**src/rtl/i2c_slave_if.sv**
```systemverilog
// i2c_slave_if: I2C pin pair plus FIFO/status handshake of the responder.
// sda is open-drain: sda_oe_o=1 pulls the line low, sda_i is the resolved line level.
interface i2c_slave_if;
    logic         scl_i;
    logic         sda_i;
    logic         sda_oe_o;
    logic [127:0] slv_tfifo_i;
    logic [127:0] slv_rfifo_o;
    logic [7:0]   slv_status_o;
    logic         slv_done_o;
    modport slave (
        input  scl_i, sda_i, slv_tfifo_i,
        output sda_oe_o, slv_rfifo_o, slv_status_o, slv_done_o
    );
    modport master (
        output scl_i, sda_i, slv_tfifo_i,
        input  sda_oe_o, slv_rfifo_o, slv_status_o, slv_done_o
    );
endinterface

```
**src/rtl/i2c_slave.sv**
```systemverilog
// i2c_slave: oversampled I2C responder with a 16-byte write buffer and 16-byte read payload.
module i2c_slave #(
    parameter logic [6:0] SLV_ADDR = 7'h5A
) (
    input logic clk,
    input logic rst,
    i2c_slave_if.slave bus
);
    localparam logic [2:0] IDLE      = 3'd0;
    localparam logic [2:0] ADDR      = 3'd1;
    localparam logic [2:0] ADDR_ACK  = 3'd2;
    localparam logic [2:0] WDATA     = 3'd3;
    localparam logic [2:0] WACK      = 3'd4;
    localparam logic [2:0] RDATA     = 3'd5;
    localparam logic [2:0] RACK      = 3'd6;
    localparam logic [2:0] WAIT_STOP = 3'd7;

    logic [1:0]   scl_sync_q, sda_sync_q;
    logic         scl_p_q, sda_p_q;
    logic [2:0]   state_q, state_d;
    logic [3:0]   bit_q, bit_d;
    logic [7:0]   sr_q, sr_d, tx_q, tx_d;
    logic [4:0]   byte_cnt_q, byte_cnt_d;
    logic         is_rd_q, is_rd_d, ovf_q, ovf_d, matched_q, matched_d;
    logic         sda_oe_q, sda_oe_d, done_q, done_d;
    logic [127:0] rfifo_q, rfifo_d;

    logic       scl_s, sda_s, scl_rise, scl_fall, start, stop;
    logic [7:0] sr_in, rd_byte;
    logic [6:0] k_sh;

    assign scl_s    = scl_sync_q[1];
    assign sda_s    = sda_sync_q[1];
    assign scl_rise = scl_s & ~scl_p_q;
    assign scl_fall = ~scl_s & scl_p_q;
    assign start    = scl_s & sda_p_q & ~sda_s;
    assign stop     = scl_s & ~sda_p_q & sda_s;
    assign sr_in    = {sr_q[6:0], sda_s};
    assign k_sh     = {byte_cnt_q[3:0], 3'b000};
    assign rd_byte  = bus.slv_tfifo_i[7'd127 - k_sh -: 8];

    always_comb begin
        state_d    = state_q;
        bit_d      = bit_q;
        sr_d       = sr_q;
        tx_d       = tx_q;
        byte_cnt_d = byte_cnt_q;
        is_rd_d    = is_rd_q;
        ovf_d      = ovf_q;
        matched_d  = matched_q;
        sda_oe_d   = sda_oe_q;
        done_d     = 1'b0;
        rfifo_d    = rfifo_q;
        if (start) begin
            state_d    = ADDR;
            bit_d      = 4'd0;
            byte_cnt_d = 5'd0;
            ovf_d      = 1'b0;
            sda_oe_d   = 1'b0;
            matched_d  = 1'b0;
        end else if (stop) begin
            state_d   = IDLE;
            sda_oe_d  = 1'b0;
            done_d    = matched_q;
            matched_d = 1'b0;
        end else begin
            case (state_q)
                ADDR: begin
                    if (scl_rise) begin
                        sr_d  = sr_in;
                        bit_d = bit_q + 4'd1;
                    end else if (scl_fall && bit_q == 4'd8) begin
                        bit_d = 4'd0;
                        if (sr_q[7:1] == SLV_ADDR) begin
                            state_d   = ADDR_ACK;
                            sda_oe_d  = 1'b1;
                            is_rd_d   = sr_q[0];
                            matched_d = 1'b1;
                            rfifo_d   = sr_q[0] ? rfifo_q : '0;
                        end else begin
                            state_d = WAIT_STOP;
                        end
                    end
                end
                // A read byte is loaded on the falling edge that ends the preceding ACK slot
                ADDR_ACK, RACK: begin
                    if (state_q == RACK && scl_rise && sda_s) begin
                        state_d = WAIT_STOP;
                    end else if (scl_fall && (state_q == RACK || is_rd_q)) begin
                        state_d  = RDATA;
                        sda_oe_d = ~rd_byte[7];
                        tx_d     = {rd_byte[6:0], 1'b0};
                        bit_d    = 4'd1;
                    end else if (scl_fall) begin
                        state_d  = WDATA;
                        sda_oe_d = 1'b0;
                        bit_d    = 4'd0;
                    end
                end
                WDATA: begin
                    if (scl_rise) begin
                        sr_d  = sr_in;
                        bit_d = bit_q + 4'd1;
                        if (bit_q == 4'd7 && byte_cnt_q[4]) begin
                            ovf_d = 1'b1;
                        end else if (bit_q == 4'd7) begin
                            rfifo_d[7'd127 - k_sh -: 8] = sr_in;
                            byte_cnt_d = byte_cnt_q + 5'd1;
                        end
                    end else if (scl_fall && bit_q == 4'd8) begin
                        bit_d    = 4'd0;
                        state_d  = ovf_q ? WAIT_STOP : WACK;
                        sda_oe_d = ~ovf_q;
                    end
                end
                WACK: begin
                    if (scl_fall) begin
                        state_d  = WDATA;
                        sda_oe_d = 1'b0;
                    end
                end
                RDATA: begin
                    if (scl_fall && bit_q == 4'd8) begin
                        state_d    = RACK;
                        sda_oe_d   = 1'b0;
                        bit_d      = 4'd0;
                        byte_cnt_d = byte_cnt_q[4] ? byte_cnt_q : byte_cnt_q + 5'd1;
                    end else if (scl_fall) begin
                        sda_oe_d = ~tx_q[7];
                        tx_d     = {tx_q[6:0], 1'b0};
                        bit_d    = bit_q + 4'd1;
                    end
                end
                default: ;
            endcase
        end
    end

    always_ff @(posedge clk or posedge rst) begin
        if (rst) begin
            scl_sync_q <= 2'b11;
            sda_sync_q <= 2'b11;
            scl_p_q    <= 1'b1;
            sda_p_q    <= 1'b1;
            state_q    <= IDLE;
            bit_q      <= 4'd0;
            sr_q       <= 8'd0;
            tx_q       <= 8'd0;
            byte_cnt_q <= 5'd0;
            is_rd_q    <= 1'b0;
            ovf_q      <= 1'b0;
            matched_q  <= 1'b0;
            sda_oe_q   <= 1'b0;
            done_q     <= 1'b0;
            rfifo_q    <= '0;
        end else begin
            scl_sync_q <= {scl_sync_q[0], bus.scl_i};
            sda_sync_q <= {sda_sync_q[0], bus.sda_i};
            scl_p_q    <= scl_s;
            sda_p_q    <= sda_s;
            state_q    <= state_d;
            bit_q      <= bit_d;
            sr_q       <= sr_d;
            tx_q       <= tx_d;
            byte_cnt_q <= byte_cnt_d;
            is_rd_q    <= is_rd_d;
            ovf_q      <= ovf_d;
            matched_q  <= matched_d;
            sda_oe_q   <= sda_oe_d;
            done_q     <= done_d;
            rfifo_q    <= rfifo_d;
        end
    end

    assign bus.sda_oe_o     = sda_oe_q;
    assign bus.slv_rfifo_o  = rfifo_q;
    assign bus.slv_status_o = {state_q != IDLE, is_rd_q, ovf_q, byte_cnt_q};
    assign bus.slv_done_o   = done_q;
endmodule

```
**src/flat_wrapper.sv**
```systemverilog
// flat-port wrapper written by rule: the top's interface ports become plain ports
module i2c_slave_flat 
#(
    parameter logic [6:0] SLV_ADDR = 7'h5A
)
  (clk, rst, bus_scl_i, bus_sda_i, bus_slv_tfifo_i, bus_sda_oe_o, bus_slv_rfifo_o, bus_slv_status_o, bus_slv_done_o);
  i2c_slave_if bus_i ();
  input logic clk;
  input logic rst;
  input wire logic [$bits(bus_i.scl_i)-1:0] bus_scl_i;
  input wire logic [$bits(bus_i.sda_i)-1:0] bus_sda_i;
  input wire logic [$bits(bus_i.slv_tfifo_i)-1:0] bus_slv_tfifo_i;
  output wire logic [$bits(bus_i.sda_oe_o)-1:0] bus_sda_oe_o;
  output wire logic [$bits(bus_i.slv_rfifo_o)-1:0] bus_slv_rfifo_o;
  output wire logic [$bits(bus_i.slv_status_o)-1:0] bus_slv_status_o;
  output wire logic [$bits(bus_i.slv_done_o)-1:0] bus_slv_done_o;
  assign bus_i.scl_i = bus_scl_i;
  assign bus_i.sda_i = bus_sda_i;
  assign bus_i.slv_tfifo_i = bus_slv_tfifo_i;
  assign bus_sda_oe_o = bus_i.sda_oe_o;
  assign bus_slv_rfifo_o = bus_i.slv_rfifo_o;
  assign bus_slv_status_o = bus_i.slv_status_o;
  assign bus_slv_done_o = bus_i.slv_done_o;
  i2c_slave #(.SLV_ADDR(SLV_ADDR)) u_core (.clk(clk), .rst(rst), .bus(bus_i));
endmodule
```
**config.mk**
```make
export PLATFORM = sky130hd
export DESIGN_NAME = i2c_slave_flat
export DESIGN_NICKNAME = d
export VERILOG_FILES = /design/src/rtl/i2c_slave_if.sv /design/src/rtl/i2c_slave.sv /design/src/flat_wrapper.sv
export SDC_FILE = /design/constraint.sdc
export NUM_CORES = 1
export LEC_CHECK = 0
export CORE_MARGIN = 2
export CORE_UTILIZATION = 35
export DETAILED_ROUTE_END_ITERATION = 10
export PLACE_DENSITY = 0.76
export SLEW_MARGIN = 15
export SYNTH_ARGS = -nofsm -noshare
export SYNTH_HDL_FRONTEND = slang
export SYNTH_SLANG_ARGS = --single-unit
```
**constraint.sdc**
```tcl
create_clock -name clk -period 11 [get_ports clk]
set_clock_uncertainty 0.15 [all_clocks]
set_input_delay 1.65 -clock clk [delete_from_list [all_inputs] [get_ports clk]]
set_output_delay 1.65 -clock clk [all_outputs]
set_load 0.03 [all_outputs]
```
Word-level counts from Yosys, hierarchy flattened
Index checks and enable logic that the tools add are counted.
Widths: inputs -> output; s select.
{"block": "word_totals", "ramBits": 0, "regBits": 167, "out_inout_bits": 138, "wordCells": 177, "rom_bits": 0, "latchBits": 0, "memories": 0}
{"block": "op_classes", "magnitude_cmp": 0, "shifts": 3, "add_sub_neg": 4, "n_bitwise": 16, "multipliers": 0, "eq_ne": 39, "div": 0, "n_reduce_logical": 31, "n_mux": 68}
{"operator": "$mux 128", "n": 7}
{"operator": "$pmux 128 s2", "n": 1}
{"operator": "$shift 8x9->135 const A", "n": 1}
{"operator": "$shiftx 135x8->8", "n": 1}
{"operator": "$shiftx 8x9->135", "n": 1}
{"operator": "$bwmux 128", "n": 1}
{"operator": "$mux 4", "n": 9}
{"operator": "$mux 5", "n": 7}
{"operator": "$mux 3", "n": 11}
{"operator": "$mux 8", "n": 4}
{"operator": "$ne 4x1->1 const B", "n": 7}
{"operator": "$reduce_and 6->1", "n": 4}
{"operator": "$mux 1", "n": 22}
{"operator": "$pmux 8 s2", "n": 1}
{"operator": "$pmux 3 s5", "n": 1}
{"operator": "$reduce_bool 3->1", "n": 5}
{"operator": "$ne 2x1->1 const B", "n": 7}
{"operator": "$reduce_and 7->1", "n": 2}
{"operator": "$pmux 4 s3", "n": 1}
{"operator": "$reduce_and 4->1", "n": 3}
{"operator": "$ne 2x2->1 const B", "n": 5}
{"operator": "$not 1->1", "n": 10}
{"operator": "$pmux 5 s2", "n": 1}
{"operator": "$reduce_and 10->1", "n": 1}
{"operator": "26 further kinds", "n": 48}

Depth between registers and ports, before layout
{"block": "depth", "depth_word": 8, "depth_mapped": 9, "mapped_depth_nobuf": 7}

Worst setup path before layout
Ideal clock, no wire load.
{"block": "synth_path", "path_type": "input-to-reg", "from": "input port bus_slv_tfifo_i[65]", "to": "register u_core.tx_q[2]", "t_required_ps": 10709, "setup_slack_ps": 8024, "stages": 4, "arrival_time_ps": 2685, "path_buffers": 0, "cell_sequence": "mux4_2 mux4_2 nand2_1 a31oi_1"}
{"block": "synth_via", "elab_chain_cells": 4}
{"item": "from (decl)", "line_no": "flat_wrapper.sv:12", "source": "input wire logic [$bits(bus_i.slv_tfifo_i)-1:0] bus_slv_tfifo_i;"}
{"item": "$shiftx 135x8->8", "line_no": "i2c_slave.sv:40", "source": "assign rd_byte = bus.slv_tfifo_i[7'd127 - k_sh -: 8];"}
{"item": "$mux 8", "line_no": "i2c_slave.sv:89", "source": "end else if (scl_fall && (state_q == RACK || is_rd_q)) begin"}
{"item": "$mux 8", "line_no": "i2c_slave.sv:87", "source": "if (state_q == RACK && scl_rise && sda_s) begin"}
{"item": "$pmux 8 s2", "line_no": "i2c_slave.sv:67", "source": "case (state_q)"}
{"item": "to (signal assigned)", "line_no": "i2c_slave.sv:164", "source": "tx_q <= tx_d;"}
{"item": "to (decl)", "line_no": "i2c_slave.sv:22", "source": "logic [7:0] sr_q, sr_d, tx_q, tx_d;"}
Every way passes these cells. The select of a mux whose other input is x is not followed.
A chain may end at the register's enable or synchronous reset.

Worst setup path after layout
{"block": "layout_path", "from": "register u_core.state_q[1]", "to": "output port bus_slv_status_o[7]"}
{"block": "layout_via", "elab_chain_cells": 1}
{"item": "from (decl)", "line_no": "i2c_slave.sv:20", "source": "logic [2:0] state_q, state_d;"}
{"item": "from (signal assigned)", "line_no": "i2c_slave.sv:161", "source": "state_q <= state_d;"}
{"item": "$reduce_bool 3->1", "line_no": "i2c_slave.sv:177", "source": "assign bus.slv_status_o = {state_q != IDLE, is_rd_q, ovf_q, byte_cnt_q};"}
{"item": "to (decl)", "line_no": "flat_wrapper.sv:15", "source": "output wire logic [$bits(bus_i.slv_status_o)-1:0] bus_slv_status_o;"}
Every way passes these cells.

==> results.yml <==
logic_synthesis:
  synth_edf_count: 0
  ys_seq_area_share_pct: 50.7
  synthCells: 663
  async_flop_share_pct: 100
  synth-seq-cells: 166
  post-synth-top-area-cell: "dfrtp_1"
  yosys_warnings: 0
  yosysTopAreaCellShare_pct: 48.8
  syn-cell-area_um2: 8200
  synth_nets: 804
  synth_ff_type: "dfrtp_1"
  syn_avg_cell_area_um2: 12.4
  yosysUniqueCellTypes: 66
  synth_area_leaders: "dfrtp_1 49%, a22o_1 14%, mux4_2 10%"
finish:
  final_common_cell: "clkdlybuf4s50_1"
  fillers: 2077
  layout_common_cells: "269 x clkdlybuf4s50_1, 158 x dfrtp_1, 128 x a22o_1, 38 x mux4_2, 37 x nand2_1"
  n_antenna_cell: 0
  area_growth_pct: 42.0
  drive_above_1_share_pct: 11.4
  fin_cells: 1229
  nets: 1039
  final_area_um2: 11600
setup_path:
  crit_fanout: 25
  start_kind: "flip-flop"
  cpPeakStageDelay_ps: 670
  critical_path.top_delay_family: "flip-flops"
  cp-end-kind: "output port"
  cp_num_cells: 2
  crit_arrival_ps: 2240
  crit_buf_inv: 1
  r2r.worst_path.cells: 5
  critPathKind: "flip-flop to output port"
  path_cells: "or3_1, clkdlybuf4s50_1"
  worst_ep_required_time_ps: 9200
  critPathSlowestCell: "dfrtp_1"
timing:
  fin_crit_sh_pct: 36.7
  setup_violations: 0
  hold_violations: 0
  slew_viol_final: 0
  final.setup.tns_ps: 0
  relSlewSlack_pct: 31.0
  tightest_slew_ps: 1030
  fmax_ghz: 0.248
  min_period_ps: 4040
  setup_slack_ps: 6960
  rsz0062_at_grt: "no"
  holdWs_ps: 209
route:
  first_pass_iters: 5
  dr.first_iter.drc_count: 646
  routedWlPerCell_um: 21.4
  num_vias: 6864
  via_per_inst: 5.59
  postRouteAntennaNets: 0
  drc_errors: 0
  routed_wl_um: 26300
flow_run:
  drv_cap: 0
cts:
  cts_setup_buffers: 0
  cts_resized: 0
  clk_pin_slew_ps: 60
  clock_latency_ps: 420
  clock_path_buffers: 2
  cts-root-buf: "clkbuf_16"
  cts-buffers-inserted: 17
  cts_tree: "built"
  htree_levels: 4
  cts.sinks: 166
  postCtsHoldBufs: 0
floorplan:
  start_util_pct: 35.3
  core_um2: 23300
  num_io_pins: 270
  die_x_um: 157
  die_y_um: 157
  rows: 56
  dieArea_um2: 24700
global_route:
  grt_max_degree: 86
  grt_pass1_wl_um: 39900
  grt_use_total_pct: 21.4
  grt_pass1_vias: 6838
  gr-total-overflow: 0
  antenna_found_initial: 0
power_and_ir_drop:
  p_leak_nw: 4.84
  ir_drop_mv: 0.0973
  power_density_nw_per_um2: 149
placed_design:
  dpl_worst_slack_ps: 7010
  numPlacedInstances: 1198
  portBuffers: 269
  hpwl_um: 19300
  place.gp.congestion: 0.921
  placed_cell_area_um2: 11000
worst_hold_path:
  min_path_cells: 0
  worstHoldPathType: "flip-flop to flip-flop"
run_status:
  status: "complete, no violations"
[synthesized netlist by cell type (7+ instances only)]
master    count
mux4_2       38
nor2b_1       9
a21oi_1      21
ha_1          9
dfrtp_1     160
nor2_1       25
nand3_1      11
nand3b_1      7
a31oi_1       9
nand2_1      37
buf_2        10
clkbuf_1     30
a22o_1      128
or3_1        15
buf_6         9
inv_1        17
nor3_1        8
mux2_2        8
[area by class of cell]
class	count	area [um^2]	share of cell area, %
flip-flops and latches	166	4160	35.7
multi-input cells	420	3660	31.4
clock buffers	18	439	3.77
clock inverters	13	174	1.49
repair buffers	276	2750	23.6
well taps	319	399	3.43
inverters	17	68.8	0.591
[state kept, by name, indices dropped and copies added, names as in the netlist]
register / count
u_core.bus.sda_oe_o: 1
u_core.sda_sync_q: 2
u_core.scl_sync_q: 2
u_core.bus.slv_done_o: 1
u_core.bit_q: 4
u_core.bus.slv_rfifo_o: 128
u_core.sr_q: 8
u_core.is_rd_q: 1
u_core.ovf_q: 1
u_core.byte_cnt_q: 5
u_core.tx_q: 7
u_core.scl_p_q: 1
u_core.state_q: 3
u_core.matched_q: 1
u_core.sda_p_q: 1
[kinds of logic (layout without fill, tap and decap cells)]
kind of cell / after synthesis / in the layout / share of synthesized area (%)
xor+xnor: 3 / 3 / 0.320
compound gates: 216 / 216 / 21.2
simple gates: 141 / 141 / 9.58
flops: 166 / 166 / 50.7
mux: 50 / 50 / 12.0
buf+inv: 77 / 324 / 4.67
fa+ha+maj: 10 / 10 / 1.49
[power by group]
group / switching, W / internal [W]
logic: 0.000217 / 0.000158
clock network: 0.000253 / 0.000366
registers: 0.000105 / 0.000643
[routing by layer]
layer	wire (um)	GRT usage, %
met1	10700	27.0
met2	13500	37.8
met3	1770	3.96
met4	400	5.84
met5	0	0
[through the flow]
step	utilization (%)	power [W]
floorplan	-	0.000993
global placement	47.4	0.00111
detailed placement	47.4	0.00113
CTS	50.1	0.00174
global route	50.1	0.00181
finish	50.1	0.00174
[path summary, 6_finish.rpt]
check | start | to | slack, ps
worst max-delay path | u_core.state_q[1]$_DFFE_PP0P_ | bus_slv_status_o[7] | 6960
worst max register to register | u_core.sr_q[4]$_DFFE_PP0P_ | u_core.bus.slv_rfifo_o[111]$_DFFE_PP0P_ | 7740
worst min-delay path | u_core.sda_sync_q[0]$_DFF_PP1_ | u_core.sda_sync_q[1]$_DFF_PP1_ | 210
max in group asynchronous | rst | u_core.byte_cnt_q[0]$_DFFE_PP0P_ | 7570
worst min register to register | u_core.sda_sync_q[0]$_DFF_PP1_ | u_core.sda_sync_q[1]$_DFF_PP1_ | 210
min in group asynchronous | rst | u_core.bus.slv_rfifo_o[39]$_DFFE_PP0P_ | 1580
(Power assumes the default switching activity.)
